--- src/rtl/debug_unit_if.sv ---
// debug_unit_if: UART byte handshake, pipeline debug words and pipeline control between a host side and debug_unit.
// master drives commands, tx_done and the debug words; slave (debug_unit) drives tx bytes and pipeline control.
interface debug_unit_if #(
    parameter int DATA_WIDTH = 32
);
    logic [7:0]            rx_data;
    logic                  rx_valid;
    logic [7:0]            tx_data;
    logic                  tx_start;
    logic                  tx_done;
    logic [DATA_WIDTH-1:0] pc_addr_in;
    logic [DATA_WIDTH-1:0] pc_instr_in;
    logic [DATA_WIDTH-1:0] reg_w_data_in;
    logic [DATA_WIDTH-1:0] reg_rt_data_in;
    logic [DATA_WIDTH-1:0] reg_rs_data_in;
    logic                  pc_enable;
    logic                  pc_reset;
    logic                  busy;

    modport master (
        output rx_data, rx_valid, tx_done,
        output pc_addr_in, pc_instr_in, reg_w_data_in, reg_rt_data_in, reg_rs_data_in,
        input  tx_data, tx_start, pc_enable, pc_reset, busy
    );

    modport slave (
        input  rx_data, rx_valid, tx_done,
        input  pc_addr_in, pc_instr_in, reg_w_data_in, reg_rt_data_in, reg_rs_data_in,
        output tx_data, tx_start, pc_enable, pc_reset, busy
    );
endinterface

--- src/rtl/debug_unit.sv ---
// debug_unit: UART command FSM (R/C/H/S/D) that resets, runs, halts, steps and dumps pipeline words; DEBUG_CYCLE_COUNT_EN appends a cycle-count word.
// Capture one cycle after 'D' (two after 'S'), first byte the cycle after capture; each byte waits for tx_done, so the transmitter sets the pace.
module debug_unit #(
    parameter int DATA_WIDTH = 32,
    parameter int NUM_WORDS  = 5
) (
    input logic         clk,
    input logic         reset_n,
    debug_unit_if.slave dbg
);
    localparam logic [2:0] IDLE    = 3'd0;
    localparam logic [2:0] RUN     = 3'd1;
    localparam logic [2:0] STEP    = 3'd2;
    localparam logic [2:0] SNAP    = 3'd3;
    localparam logic [2:0] SEND    = 3'd4;
    localparam logic [2:0] WAIT_TX = 3'd5;

    localparam logic [7:0] CMD_R = 8'h52;
    localparam logic [7:0] CMD_C = 8'h43;
    localparam logic [7:0] CMD_H = 8'h48;
    localparam logic [7:0] CMD_S = 8'h53;
    localparam logic [7:0] CMD_D = 8'h44;

`ifdef DEBUG_CYCLE_COUNT_EN
    localparam int TOTAL_WORDS = NUM_WORDS + 1;
`else
    localparam int TOTAL_WORDS = NUM_WORDS;
`endif
    localparam int              NUM_BYTES = 4 * TOTAL_WORDS;
    localparam int              CNT_W     = $clog2(NUM_BYTES);
    localparam logic [CNT_W-1:0] LAST_BYTE = CNT_W'(NUM_BYTES - 1);
    localparam int              BUF_W     = TOTAL_WORDS * DATA_WIDTH;

    logic [2:0]       state_q, state_d;
    logic [CNT_W-1:0] byte_cnt_q, byte_cnt_d;
    logic [BUF_W-1:0] snap_q, snap_d;
    logic [BUF_W-1:0] cap_words;
    logic             pc_reset_q, pc_reset_d;
    logic             pc_en;

    assign pc_en = (state_q == RUN) || (state_q == STEP);

`ifdef DEBUG_CYCLE_COUNT_EN
    logic [DATA_WIDTH-1:0] cyc_cnt_q;

    always_ff @(posedge clk or negedge reset_n) begin
        if (!reset_n) begin
            cyc_cnt_q <= '0;
        end else if (pc_reset_d) begin
            cyc_cnt_q <= '0;
        end else if (pc_en) begin
            cyc_cnt_q <= cyc_cnt_q + 1'b1;
        end
    end

    assign cap_words = {cyc_cnt_q, dbg.reg_rs_data_in, dbg.reg_rt_data_in,
                        dbg.reg_w_data_in, dbg.pc_instr_in, dbg.pc_addr_in};
`else
    assign cap_words = {dbg.reg_rs_data_in, dbg.reg_rt_data_in,
                        dbg.reg_w_data_in, dbg.pc_instr_in, dbg.pc_addr_in};
`endif

    always_comb begin
        state_d    = state_q;
        byte_cnt_d = byte_cnt_q;
        snap_d     = snap_q;
        pc_reset_d = 1'b0;
        case (state_q)
            IDLE: begin
                if (dbg.rx_valid) begin
                    case (dbg.rx_data)
                        CMD_R:   pc_reset_d = 1'b1;
                        CMD_C:   state_d    = RUN;
                        CMD_S:   state_d    = STEP;
                        CMD_D:   state_d    = SNAP;
                        default: state_d    = IDLE;
                    endcase
                end
            end
            RUN: begin
                if (dbg.rx_valid && (dbg.rx_data == CMD_H)) begin
                    state_d = SNAP;
                end
            end
            STEP: state_d = SNAP;
            SNAP: begin
                snap_d     = cap_words;
                byte_cnt_d = '0;
                state_d    = SEND;
            end
            SEND: state_d = WAIT_TX;
            WAIT_TX: begin
                // Commands arriving here are dropped; only tx_done advances the dump.
                if (dbg.tx_done) begin
                    if (byte_cnt_q == LAST_BYTE) begin
                        byte_cnt_d = '0;
                        state_d    = IDLE;
                    end else begin
                        byte_cnt_d = byte_cnt_q + 1'b1;
                        state_d    = SEND;
                    end
                end
            end
            default: state_d = IDLE;
        endcase
    end

    always_ff @(posedge clk or negedge reset_n) begin
        if (!reset_n) begin
            state_q    <= IDLE;
            byte_cnt_q <= '0;
            snap_q     <= '0;
            pc_reset_q <= 1'b0;
        end else begin
            state_q    <= state_d;
            byte_cnt_q <= byte_cnt_d;
            snap_q     <= snap_d;
            pc_reset_q <= pc_reset_d;
        end
    end

    // Byte k of the dump is bits [8k+7:8k]: little-endian within a word, word 0 lowest.
    assign dbg.tx_data   = snap_q[{byte_cnt_q, 3'b000} +: 8];
    assign dbg.tx_start  = (state_q == SEND);
    assign dbg.pc_enable = pc_en;
    assign dbg.pc_reset  = pc_reset_q;
    assign dbg.busy      = (state_q != IDLE);
endmodule

--- src/flat_wrapper.sv ---
// flat-port wrapper written by rule: the top's interface ports become plain ports
module debug_unit_flat 
#(
    parameter int DATA_WIDTH = 32,
    parameter int NUM_WORDS  = 5
)
  (clk, reset_n, dbg_rx_data, dbg_rx_valid, dbg_tx_done, dbg_pc_addr_in, dbg_pc_instr_in, dbg_reg_w_data_in, dbg_reg_rt_data_in, dbg_reg_rs_data_in, dbg_tx_data, dbg_tx_start, dbg_pc_enable, dbg_pc_reset, dbg_busy);
  debug_unit_if #(.DATA_WIDTH(DATA_WIDTH)) dbg_i ();
  input logic clk;
  input logic reset_n;
  input wire logic [$bits(dbg_i.rx_data)-1:0] dbg_rx_data;
  input wire logic [$bits(dbg_i.rx_valid)-1:0] dbg_rx_valid;
  input wire logic [$bits(dbg_i.tx_done)-1:0] dbg_tx_done;
  input wire logic [$bits(dbg_i.pc_addr_in)-1:0] dbg_pc_addr_in;
  input wire logic [$bits(dbg_i.pc_instr_in)-1:0] dbg_pc_instr_in;
  input wire logic [$bits(dbg_i.reg_w_data_in)-1:0] dbg_reg_w_data_in;
  input wire logic [$bits(dbg_i.reg_rt_data_in)-1:0] dbg_reg_rt_data_in;
  input wire logic [$bits(dbg_i.reg_rs_data_in)-1:0] dbg_reg_rs_data_in;
  output wire logic [$bits(dbg_i.tx_data)-1:0] dbg_tx_data;
  output wire logic [$bits(dbg_i.tx_start)-1:0] dbg_tx_start;
  output wire logic [$bits(dbg_i.pc_enable)-1:0] dbg_pc_enable;
  output wire logic [$bits(dbg_i.pc_reset)-1:0] dbg_pc_reset;
  output wire logic [$bits(dbg_i.busy)-1:0] dbg_busy;
  assign dbg_i.rx_data = dbg_rx_data;
  assign dbg_i.rx_valid = dbg_rx_valid;
  assign dbg_i.tx_done = dbg_tx_done;
  assign dbg_i.pc_addr_in = dbg_pc_addr_in;
  assign dbg_i.pc_instr_in = dbg_pc_instr_in;
  assign dbg_i.reg_w_data_in = dbg_reg_w_data_in;
  assign dbg_i.reg_rt_data_in = dbg_reg_rt_data_in;
  assign dbg_i.reg_rs_data_in = dbg_reg_rs_data_in;
  assign dbg_tx_data = dbg_i.tx_data;
  assign dbg_tx_start = dbg_i.tx_start;
  assign dbg_pc_enable = dbg_i.pc_enable;
  assign dbg_pc_reset = dbg_i.pc_reset;
  assign dbg_busy = dbg_i.busy;
  debug_unit #(.DATA_WIDTH(DATA_WIDTH), .NUM_WORDS(NUM_WORDS)) u_core (.clk(clk), .reset_n(reset_n), .dbg(dbg_i));
endmodule
--- config.mk ---
export PLATFORM = sky130hd
export DESIGN_NAME = debug_unit_flat
export DESIGN_NICKNAME = d
export VERILOG_FILES = /design/src/rtl/debug_unit_if.sv /design/src/rtl/debug_unit.sv /design/src/flat_wrapper.sv
export SDC_FILE = /design/constraint.sdc
export NUM_CORES = 1
export LEC_CHECK = 0
export BUFFER_PORTS_ARGS = -buffer_cell sky130_fd_sc_hd__buf_2
export CAP_MARGIN = 10
export CORE_AREA = 2 2 124 126
export DETAILED_ROUTE_END_ITERATION = 8
export DIE_AREA = 0 0 126 128
export GPL_ROUTABILITY_DRIVEN = 0
export PLACE_DENSITY_LB_ADDON = 0.3
export SKIP_LAST_GASP = 1
export SYNTH_ARGS = -nofsm -noshare
export SYNTH_HDL_FRONTEND = slang
export SYNTH_SLANG_ARGS = --single-unit
--- constraint.sdc ---
create_clock -name clk -period 2.3 [get_ports clk]
set_clock_uncertainty 0.1 [all_clocks]
set_input_delay 0.23 -clock clk [delete_from_list [all_inputs] [get_ports clk]]
set_output_delay 0.23 -clock clk [all_outputs]
set_load 0.005 [all_outputs]
Word-level counts from Yosys, hierarchy flattened
Index checks and enable logic that the tools add are counted.
{ "word_totals": {"reg_bits": 169, "wordCells": 40} }
{ "op_classes": {"n_addsub": 1, "n_eq_ne": 15, "n_shift": 1, "mux": 12, "n_reduce_logical": 7} }
{ "op_table": {"columns": ["op", "count"], "rows": [
  ["$shiftx A160 B9 Y8", 1],
  ["$eq A8 B7 Y1 const B", 5],
  ["$pmux W3 S6", 1],
  ["$mux W3", 4],
  ["$pmux W3 S4", 1],
  ["$mux W5", 2],
  ["$pmux W5 S2", 1],
  ["$ne A2 B2 Y1 const B", 4],
  ["$eq A3 B2 Y1 const B", 2],
  ["$eq A3 B3 Y1 const B", 2],
  ["$add A5 B1 Y5 const B", 1],
  ["$eq A5 B5 Y1 const B", 1],
  ["$reduce_and A4 Y1", 1],
  ["$eq A3 B1 Y1 const B", 1],
  ["$logic_not A3 Y1", 1],
  ["$mux W1", 3],
  ["$reduce_bool A3 Y1", 1],
  ["$reduce_and A2 Y1", 1],
  ["$reduce_bool A2 Y1", 1],
  ["$logic_and A1 B1 Y1", 1],
  ["$logic_or A1 B1 Y1", 1]
]} }

Longest topological paths before layout
{ "depth": {"ltp_word": 4, "depth_mapped": 6, "mapped_depth_nobuf": 4} }

Worst setup path after synthesis
Ideal clock, no wire load.
{ "synth_timing": {"kind": "flip-flop to output port", "start": "reg u_core.byte_cnt_q[0]", "end": "out dbg_tx_data[0]", "arrival_time_ns": 1.773, "required_time_ns": 1.970, "setup_slack_ns": 0.197, "path_stages_with_launch": 5, "path_buffers": 1, "cell_sequence": "dfrtp_1 -> buf_2 -> mux4_2 -> mux2_2 -> a221o_1"} }
{ "synth_between": {"elab_chain_cells": 1} }
{ "synth_lines": {"columns": ["item", "line", "source"], "rows": [
  ["start: declaration", "debug_unit.sv:35", "logic [CNT_W-1:0] byte_cnt_q, byte_cnt_d;"],
  ["start signal: assignment", "debug_unit.sv:116", "byte_cnt_q <= byte_cnt_d;"],
  ["$shiftx A160 B9 Y8", "debug_unit.sv:123", "assign dbg.tx_data = snap_q[{byte_cnt_q, 3'b000} +: 8];"],
  ["end: declaration", "flat_wrapper.sv:19", "output wire logic [$bits(dbg_i.tx_data)-1:0] dbg_tx_data;"]
]} }
Every way passes these cells.

Worst setup path in the final report
{ "layout_timing": {"start": "reg u_core.byte_cnt_q[0]", "end": "out dbg_tx_data[6]"} }
The elaborated chain is that of the path after synthesis.

==> flow_summary.yaml <==
status:
  status: "finished with violations"
  violations: "setup timing"
die:
  design.core.area_um2: 14900
  start_util_pct: 52.7
  die_width_um: 126
  die_y_um: 128
  dieArea_um2: 16100
  pin_count: 184
  num_rows: 45
clock_network:
  cts_tree: "built"
  clk_pin_slew_ns: 0.06
  clk_latency_ns: 0.43
  h-tree-depth: 4
  cts_buffer_depth: 2
  clock_sinks: 169
  cts_buffers: 17
  root_buffer: "clkbuf_16"
drt:
  ant_nets: 0
  drc: 0
  vias_per_cell: 5.62
  maxUsedRoutingLayer: "met5"
  wl_met2_um: 12200
  initialDrtViolationCount: 434
  vias: 6031
  wire_per_inst_um: 21.5
  dr.pass1.iters: 5
  drt_wl_total_um: 23100
  met3_length_um: 1510
  m1WireLength_um: 8520
timing:
  worst_pin_slew_ns: 0.609
  finalSetupViolCount: 8
  timing.hold.ws_ns: 0.0739
  post-route-period-util_pct: 117
  rsz0062_at_grt: "yes"
  final_hold_viol_count: 0
  slew_headroom_pct: 59.1
  fmaxAchievable_mhz: 370
  period_minus_slack_ns: 2.70
  slew_violations: 0
  setup_ws_ns: -0.402
global_routing:
  grt_pass1_vias: 6698
  grt_pass1_wl_um: 35900
  track_usage_pct: 29.7
  antenna_found_initial: 2
  grt_max_degree: 75
  grt.overflow.total: 0
synthesis:
  synth-async-reset-ratio_pct: 100
  yosys-top-cells-area: "dfrtp_1 (54%), mux2_2 (24%), mux4_2 (9.5%)"
  synth_edf_count: 0
  synth_top_family_by_area: "multiplexers"
  synth_adder_area_share_pct: 0.160
  synth-seq-area-share_pct: 54.0
  yosysWarnings: 0
  synthMuxAreaShare_pct: 35.6
  ys_types: 47
  synth_nets: 694
  synth_flop_cell: "dfrtp_1"
  synth_area_um2: 7830
  synth-simple-area-share_pct: 3.31
  synth_compound_area_share_pct: 4.36
  avgSynthCellArea_um2: 15.0
  syn_inst: 521
  synth_top_area_cell: "dfrtp_1"
  synth_top_area_share_pct: 54.0
  synth-xor-area-share_pct: 0.112
  ys_ff_latch: 169
power_and_ir_drop:
  leakagePower_uw: 0.00507
  ir_drop_mv: 0.687
  p_per_area_nw_per_um2: 1260
finish:
  final_cells: 1074
  finish.net_count: 1046
  area_delta_synth_final_pct: 46.4
  final_cell_area_um2: 11500
  drive_above_1_share_pct: 50.6
setup_path:
  cp_common_cell: "buf_6"
  worstPathArrival_ns: 2.37
  critPathCaptureType: "output pin"
  cp.required_ns: 1.97
  max_stage_delay_ns: 0.50
  crit_path_top_delay_cell: "mux4_2"
  start_kind: "flop"
  crit_chain: "buf_6 > buf_12 > mux4_2 > mux2_4 > a221o_1 > buf_6"
  crit_buf_inv: 3
  crit_fanout: 5
  path_class: "flop to output pin"
  path_delay_family: "multiplexers"
placed_design:
  portBuffers: 183
  pre_cts_ws_ns: 0.0306
  placed_area_um2: 9050
  dp_cells: 873
  dpl.hpwl_um: 14000
job:
  drv_cap: 0
hold_path:
  worst_hold_path_type: "input port to flop"
-- stage by stage --
stage          utilization (%)  power (µW)  TNS (ns)
3_5_place_dp              60.9       10700         0
2_1_floorplan                -        8990         0
3_3_place_gp              60.9       10400         0
4_1_cts                   76.6       14200     -3.14
6_report                  77.1       14400     -3.03
5_1_grt                   77.1       15200     -3.52
-- routing by layer --
layer,track usage [%],vias to the layer above
li1,-,2652
met1,33.7,3065
met2,52.1,247
met3,8.26,65
met4,14.0,2
met5,0,-
-- path summary, 6_finish.rpt --
check,slack (ns),startpoint,to,depth (start not counted)
setup / recovery,-0.40,u_core.byte_cnt_q[0],dbg_tx_data[6],6
max in group asynchronous,1.10,reset_n,u_core.snap_q[42],3
min in group asynchronous,0.26,reset_n,u_core.dbg.pc_reset,2
hold reg to reg,0.41,u_core.snap_q[141],u_core.snap_q[141],1
setup reg to reg,0.24,u_core.byte_cnt_q[0],u_core.byte_cnt_q[2],5
hold / removal,0.07,dbg_rx_data[6],u_core.state_q[1],4
-- final cells by class --
type	instances	area (µm²)
Clock buffer	24	502
Inverter	9	33.8
Antenna cell	1	2.50
Timing Repair Buffer	370	2880
Multi-Input combinational cell	306	3440
Clock inverter	7	138
Tap cell	188	235
Fill cell	861	3400
Sequential cell	169	4230
-- cell usage after synthesis, types with 2 or more instances --
master,count
a21oi_1,10
a221o_1,14
buf_1,4
buf_2,17
clkbuf_1,16
dfrtp_1,169
inv_1,9
mux2_2,168
mux2i_1,15
mux4_2,33
nand2_1,7
nand2b_1,2
nand3b_1,2
nand4_1,2
nor2_1,7
nor2b_1,5
nor3b_1,2
o21ai_0,8
or2_2,2
or3_1,2
-- layout by cell type (no fill, tap or decap), drive strengths merged, types with 4 or more instances in the layout --
cell type    synthesis  routed
dlygate4sd3          0     162
buf                 21     207
mux4                33      33
inv                  9       9
bufinv               0       4
mux2               168     168
nand2                7       7
nor2b                5       5
a21oi               10      10
dfrtp              169     169
clkbuf              16      25
a221o               14      14
o21ai                9       9
nor2                 7       7
mux2i               15      15
-- power breakdown --
group          switching, µW  internal (µW)  total (µW)
clock network           1150           1950        3100
registers               1010           4500        5510
logic                   2290           3540        5830
total                   4450          10000       14400
-- worst register-to-register path: stages, from the launching register on --
cell and delay (ns):
dfrtp_2 0.46, buf_4 0.30, ha_1 0.33, inv_1 0.10, or4_1 0.50, o21ai_0 0.19
-- cell families after synthesis --
family,after synthesis
buf+inv,46
mux,216
flops,169
fa+ha+maj,1
xor+xnor,1
compound gates,46
simple gates,42
-- sequential cells by signal (all words and copies together), names as in the netlist --
register	flops
u_core.byte_cnt_q	5
u_core.dbg.pc_reset	1
u_core.snap_q	160
u_core.state_q	3
-- what timing repair did --
action / CTS / global route
endpoints found under the setup margin: 8 / 8
buffers inserted: 3 / 3
hold endpoints to repair: 223 / 0
hold buffers: 162 / 0
cloned: 1 / 1
pin swaps: 6 / 2
gates resized for setup: 6 / 8
No activity file was read; power rests on OpenSTA's default activity.
